`config.mk`:
```
export PLATFORM = sky130hd
export DESIGN_NAME = cpu_mem_arbiter
export DESIGN_NICKNAME = d
export VERILOG_FILES = /design/src/rtl/cpu_mem_arbiter.sv
export SDC_FILE = /design/constraint.sdc
export NUM_CORES = 1
export LEC_CHECK = 0
export ABC_AREA = 1
export CAP_MARGIN = 40
export CELL_PAD_IN_SITES_DETAIL_PLACEMENT = 1
export CELL_PAD_IN_SITES_GLOBAL_PLACEMENT = 1
export CORE_ASPECT_RATIO = 0.75
export CORE_MARGIN = 10
export CORE_UTILIZATION = 20
export DETAILED_ROUTE_END_ITERATION = 16
export PLACE_DENSITY = 0.9
export SYNTH_ARGS = -nofsm -noshare
export SYNTH_HDL_FRONTEND = slang
export SYNTH_SLANG_ARGS = --single-unit
export TNS_END_PERCENT = 5
```
`constraint.sdc`:
```
create_clock -name clk -period 3.1 [get_ports clk]
set_clock_uncertainty 0.2 [all_clocks]
set_input_delay 0.775 -clock clk [delete_from_list [all_inputs] [get_ports clk]]
set_output_delay 0.775 -clock clk [all_outputs]
set_load 0.05 [all_outputs]
```
`src/rtl/cpu_mem_arbiter.sv`:
```
// rtl/cpu_mem_arbiter.sv - instruction/data channel arbiter onto one shared memory port
//
// Purpose: grants one transaction at a time from the CPU fetch channel or the
// data channel to a single shared memory port. Ties between the channels are
// broken round-robin, and each read response goes back to the channel that
// issued it. conflict_cnt counts IDLE cycles in which both channels request.
//
// Ports:
//   clk, rst                        clock, synchronous active-high reset
//   PC, Inst_Req_Valid/Ready        fetch request channel
//   Instruction, Inst_Valid/Ready   fetch response channel
//   Address, MemWrite, MemRead,
//   Write_data, Write_strb,
//   Mem_Req_Ready                   data request channel
//   Read_data, Read_data_Valid/Ready  load response channel
//   m_addr, m_wen, m_wdata, m_wstrb,
//   m_req_valid/ready               shared-port request
//   m_rdata, m_rdata_valid/ready    shared-port read response
//   conflict_cnt                    contention performance counter
module cpu_mem_arbiter #(
  parameter int ADDR_W = 32,
  parameter int DATA_W = 32
) (
  input  logic                clk,
  input  logic                rst,
  input  logic [ADDR_W-1:0]   PC,
  input  logic                Inst_Req_Valid,
  output logic                Inst_Req_Ready,
  output logic [DATA_W-1:0]   Instruction,
  output logic                Inst_Valid,
  input  logic                Inst_Ready,
  input  logic [ADDR_W-1:0]   Address,
  input  logic                MemWrite,
  input  logic                MemRead,
  input  logic [DATA_W-1:0]   Write_data,
  input  logic [DATA_W/8-1:0] Write_strb,
  output logic                Mem_Req_Ready,
  output logic [DATA_W-1:0]   Read_data,
  output logic                Read_data_Valid,
  input  logic                Read_data_Ready,
  output logic [ADDR_W-1:0]   m_addr,
  output logic                m_wen,
  output logic [DATA_W-1:0]   m_wdata,
  output logic [DATA_W/8-1:0] m_wstrb,
  output logic                m_req_valid,
  input  logic                m_req_ready,
  input  logic [DATA_W-1:0]   m_rdata,
  input  logic                m_rdata_valid,
  output logic                m_rdata_ready,
  output logic [31:0]         conflict_cnt
);

  typedef enum logic [2:0] {
    S_IDLE = 3'b001,
    S_REQ  = 3'b010,
    S_RESP = 3'b100
  } state_t;

  // Channel encoding for owner/last: 0 = instruction fetch, 1 = data.
  state_t      r_state;
  state_t      w_state_nxt;
  logic        r_owner;
  logic        w_owner_nxt;
  logic        r_last;
  logic        w_last_nxt;
  logic [31:0] r_conflict_cnt;

  logic w_i_req;
  logic w_d_req;
  logic w_grant_data;
  logic w_conflict;

  assign w_i_req    = Inst_Req_Valid;
  assign w_d_req    = MemRead | MemWrite;
  assign w_conflict = (r_state == S_IDLE) && w_i_req && w_d_req;

  // Data wins when alone, or on a tie when fetch was the last channel granted.
  assign w_grant_data = w_d_req & (~w_i_req | ~r_last);

  assign conflict_cnt = r_conflict_cnt;

  always_ff @(posedge clk) begin
    if (rst) begin
      r_state        <= S_IDLE;
      r_owner        <= 1'b0;
      r_last         <= 1'b0;
      r_conflict_cnt <= 32'd0;
    end else begin
      r_state <= w_state_nxt;
      r_owner <= w_owner_nxt;
      r_last  <= w_last_nxt;
      // Free-running wrap at 2^32 is intended.
      if (w_conflict) begin
        r_conflict_cnt <= r_conflict_cnt + 32'd1;
      end
    end
  end

  always_comb begin
    w_state_nxt     = r_state;
    w_owner_nxt     = r_owner;
    w_last_nxt      = r_last;
    Inst_Req_Ready  = 1'b0;
    Mem_Req_Ready   = 1'b0;
    Inst_Valid      = 1'b0;
    Read_data_Valid = 1'b0;
    m_req_valid     = 1'b0;
    m_wen           = 1'b0;
    m_wstrb         = '0;
    m_rdata_ready   = 1'b0;
    // Payload is not latched: the owner holds it stable until accepted.
    m_addr          = r_owner ? Address : PC;
    m_wdata         = r_owner ? Write_data : '0;
    // Both response buses mirror the shared read data; only Valid qualifies them.
    Instruction     = m_rdata;
    Read_data       = m_rdata;

    case (r_state)
      S_IDLE: begin
        if (w_i_req || w_d_req) begin
          w_owner_nxt = w_grant_data;
          w_last_nxt  = w_grant_data;
          w_state_nxt = S_REQ;
        end
      end
      S_REQ: begin
        m_req_valid    = 1'b1;
        m_wen          = r_owner & MemWrite;
        m_wstrb        = r_owner ? Write_strb : '0;
        Inst_Req_Ready = ~r_owner & m_req_ready;
        Mem_Req_Ready  = r_owner & m_req_ready;
        if (m_req_ready) begin
          // Writes carry no response phase.
          w_state_nxt = (r_owner && MemWrite) ? S_IDLE : S_RESP;
        end
      end
      S_RESP: begin
        Inst_Valid      = ~r_owner & m_rdata_valid;
        Read_data_Valid = r_owner & m_rdata_valid;
        m_rdata_ready   = r_owner ? Read_data_Ready : Inst_Ready;
        if (m_rdata_valid && m_rdata_ready) begin
          w_state_nxt = S_IDLE;
        end
      end
      default: begin
        w_state_nxt = S_IDLE;
      end
    endcase
  end

endmodule
```
* Word-level counts from Yosys, hierarchy flattened
Index checks and enable logic that the tools add are counted.
Widths: inputs -> output; s select.
** Storage, ports and cells
- Bits of input ports :: 141
- Bits in registers :: 36
- Output and inout bits :: 171
- Word-level logic and storage cells :: 44
** Cells by class
- Bitwise operators :: 10
- Add/sub/neg operators :: 1
- Equality and inequality tests :: 6
- Reductions and logical operators :: 7
- Multiplexer cells :: 17
** Operators by type and width (number)
- $mux 32 :: 2
- $add 32x1->32 const B :: 1
- $mux 3 :: 4
- $pmux 3 s3 :: 1
- $mux 1 :: 8
- $mux 4 :: 2
- $and 1x1->1 :: 6
- $logic_and 1x1->1 :: 4
- $ne 2x2->1 const B :: 2
- $eq 3x1->1 const B :: 1
- $eq 3x2->1 const B :: 1
- $eq 3x3->1 const B :: 1
- $reduce_and 3->1 :: 1
- $ne 2x1->1 const B :: 1
- $not 1->1 :: 2
- $or 1x1->1 :: 2
- $reduce_and 2->1 :: 1
- $logic_or 1x1->1 :: 1

* Longest topological paths before layout
- Depth after elaboration :: 4
- Mapped depth :: 9
- Depth with buffers taken out :: 9

* Worst setup path after synthesis
No wires, ideal clock.
- Kind :: register to output
- Start :: register r_state[1]
- End :: output Inst_Req_Ready
- Buffers on the path :: 0
- Arrival :: 2.463 ns
- Stages on the path, launching flop included :: 5
- Required time :: 2.125 ns
- Setup slack :: -0.338 ns
- Cell sequence :: dfxtp_1 inv_1 nor3_2 inv_1 nor3_1
** Between the ends
- Longest elaborated chain between the ends :: 2
** Ends and longest elaborated chain
- start: declaration :: RTL line 60 : state_t r_state;
- start signal: assignment :: RTL line 89 : r_state <= w_state_nxt;
- $eq 3x2->1 :: RTL line 118 : case (r_state)
- $mux 1 :: RTL line 118
- end: declaration :: RTL line 28 : output logic Inst_Req_Ready,
No other way between the ends.

* Worst setup path after layout
- Start :: input m_rdata_valid
- End :: output Inst_Valid
** Between the ends
- Longest elaborated chain between the ends :: 2
** Ends and longest elaborated chain
- start: declaration :: RTL line 48 : input logic m_rdata_valid,
- $and 1x1->1 :: RTL line 138 : Inst_Valid = ~r_owner & m_rdata_valid;
- $mux 1 :: RTL line 118
- end: declaration :: RTL line 30 : output logic Inst_Valid,
No other way between the ends.

==> out/metrics.csv <==
stage;metric;value;unit
route;via count;4040;
sta;worst slew pin tran;0.587;ns
route;Post-DRT Antenna Nets;0;
critical_path;slowest cell on the critical path;clkdlybuf4s50_1;
yosys;Syn Std Cell Area;0.00334;mm²
global_route;Global Route Usage Sum;14.1;%
floorplanning;Core Area;0.0162;mm²
yosys;Synth area leaders;nand2_1, dfxtp_1, buf_4;
sta;Slew Viols, Final;0;
floorplanning;starting density of the core;20.6;%
yosys;Synth top area share;25.9;%
critical_path;slowest stage delay, CP;0.48;ns
yosys;most common cell in the netlist;nand2_1;
cts;Skew-Pair Late Insertion Delay;0.29;ns
route;DR iter-0 viols;189;
yosys;Synth async-reset ratio;0;%
yosys;Post-Syn Instances;600;
yosys;Most used DFF post-synth;dfxtp_1;
critical_path;Crit path depth;4;
place;DP HPWL;14100;µm
route;number of vias per cell;4.22;
critical_path;flop2flop setup slack;1.27;ns
critical_path;RR Endpoint;conflict_cnt[20]$_SDFFE_PP0P_;
sta;Rel. slew slack;60.8;%
route;drt first pass iters;4;
route;WL final;16600;µm
yosys;synth cell count leaders;nand2_1, nor2_1, inv_1;
pwr;power density cells;475;mW/mm²
floorplanning;Die Ht;132;µm
global_route;first-pass GRT wire length;25300;µm
floorplanning;I/O Pins;312;
yosys;Seq/Total Area, Yosys;21.6;%
place;placer congestion estimate;0.858;
cts;hold buffers post-CTS;0;
sta;final setup fails;0;
layout;Core Util, Final;35.6;%
sta;Tcrit/Tclk final;92.4;%
floorplanning;Die Area;0.0223;mm²
yosys;Warnings, synthesis;0;
sta;min cycle time layout;2.86;ns
critical_path;Critical Path RT;2.12;ns
sta;RSZ-0062 raised after global routing;false;
cts;Root Buffer;clkbuf_16;
yosys;Avg Cell Area, Syn;5.56;µm²
place;IO Port Bufs;215;
global_route;total gr overflow;0;
run;maxcap violations;0;
cts;Clock Tree Buf Depth;2;
critical_path;CP arrival;1.89;ns
global_route;vias in the first global route;4238;
critical_path;WP buf/inv;3;
critical_path;CP max FO;2;
cts;TritonCTS Buffers;5;
layout;share of cells above drive strength 1;14.7;%
layout;Area Growth Syn to Fin;72.5;%
pwr;maximum vdd drop;287;µV
layout;fill count;2020;
critical_path;crit path to;Inst_Valid;
cts;# H-tree levels;2;
critical_path;R2R depth;9;
yosys;Synth Net Count;742;
yosys;largest family of logic cells by synthesized area;simple AND/OR/NAND/NOR gates;
yosys;Post-synth EDFFs;0;
status;status;complete, no violations;
sta;Post-Route Setup TNS;0;ns
yosys;Post-Synth XOR/XNOR Area;0.788;%
cts;clk slew on worst S/H paths;0.06;ns
hold_path;Min-Delay Path Class;reg2reg;
critical_path;CP Cell Sequence;clkdlybuf4s50_1 > inv_1 > nor3_1 > buf_12;
critical_path;CP Launch Type;input port;
yosys;FF+latch count, synth;36;
global_route;largest net degree at the start of global routing;74;
layout;antenna cells;0;
cts;Clock Sinks;36;
pwr;Power Total;2730;µW
route;wire per inst;17.3;µm
yosys;simple logic cell fraction of the synthesized area;47.8;%
cts;CTS tree;yes;
cts;Post-CTS Setup Inserts;0;
layout;nets@finish;889;
yosys;Post-Synth Adder-Cell Area;0.375;%
yosys;Compound-Gate Fraction of Synth Area;3.98;%
global_route;initial antenna violation count;0;
floorplanning;Die W;169;µm
critical_path;Critical Path Start;m_rdata_valid;
route;DRC errors left;0;
critical_path;Critical R2R Launch;conflict_cnt[1]$_SDFFE_PP0P_;
sta;final hold vios;0;
yosys;mux cell area share after synthesis;0;%
critical_path;Worst Setup End Kind;primary output;
critical_path;Crit Path Class;in2out;
floorplanning;Placement Rows;40;
cts;number of gates resized after cts;0;
yosys;most area-hungry cell type in the Yosys netlist;nand2_1;
yosys;synth unique cells;31;
pwr;P_leak;0.00257;µW
sta;max frequency;349;MHz
critical_path;CP top delay family;buffers and inverters;
## flip-flops by register name, indices dropped and copies added, names as in the netlist
name and count:
r_last 1, r_state 3, conflict_cnt 32
## worst min-delay path by stage
stage	from	end	slack, ns	depth (start not counted)
final	conflict_cnt[1]$_SDFFE_PP0P_	conflict_cnt[1]$_SDFFE_PP0P_	0.33	2
after global routing	conflict_cnt[1]$_SDFFE_PP0P_	conflict_cnt[1]$_SDFFE_PP0P_	0.36	2
after CTS	conflict_cnt[1]$_SDFFE_PP0P_	conflict_cnt[1]$_SDFFE_PP0P_	0.33	2
after detailed placement	conflict_cnt[1]$_SDFFE_PP0P_	conflict_cnt[1]$_SDFFE_PP0P_	0.32	2
after global placement	conflict_cnt[1]$_SDFFE_PP0P_	conflict_cnt[1]$_SDFFE_PP0P_	0.32	2
after floorplan	r_state[1]$_SDFFE_PP0P_	r_state[1]$_SDFFE_PP0P_	0.39	3
## worst min-delay path, cell delays in order (launching register included)
cell and delay (ns):
dfxtp_1 0.33, nor2_1 0.11, nor2_1 0.05
## layer usage
metal / global-route usage (%) / share of wire (%) / up-vias
met1: 17.0 / 43 / 1871
met2: 23.7 / 49 / 129
met3: 5.30 / 7.7 / 13
met5: 0 / 0 / -
met4: 2.39 / 0.98 / 0
li1: - / - / 2027
## through the flow
stage          area (µm²)  hold WS (ns)  std cells  worst slack [ns]
6_report             5750         0.335        958             0.237
5_1_grt              5750         0.359        958             0.147
4_1_cts              5750         0.334        958             0.243
3_5_place_dp         5590         0.323        950             0.245
3_3_place_gp         5590         0.320        950             0.310
2_1_floorplan        3340         0.388        600            0.0375
## power breakdown
part           switching (µW)  internal [µW]  leakage (µW)
Sequential               17.4            481      0.000291
Clock                     203            378     0.0000798
Combinational            1050            601       0.00220
Total                    1270           1460       0.00257
## cell families after synthesis
family / Yosys count
XOR/XNOR: 3
AND/OR/NAND/NOR: 376
buffers and inverters: 159
flip-flops: 36
adder cells (fa/ha/maj): 1
AO/OA/AOI/OAI: 25
## placed cells by master (no fill, tap or decap), types with 2 or more instances in the layout
cell	netlist	final
clkbuf_16	0	5
buf_4	65	38
nand3_1	29	29
nor2_4	6	6
nand3b_1	3	3
xor2_1	2	2
clkdlybuf4s50_1	0	141
o21ai_0	7	7
a21oi_1	16	16
nor2_2	6	6
nor3_2	3	4
nor3_1	7	6
nand2_1	230	230
nor2_1	82	82
dfxtp_1	36	35
inv_1	76	76
buf_12	0	42
nand4_1	3	3
and2_1	2	2
## area by class of cell
cell class                 instances  area [µm²]  area share [%]
clock buffer                       5         125            2.17
clock inverter                     3        42.5           0.739
inverter                          78         293            5.09
multi-input combinational        405        1770            30.8
sequential                        36         722            12.5
tap                              210         263            4.57
timing repair buffer             221        2540            44.1
Power figures use the tool's default switching activity.
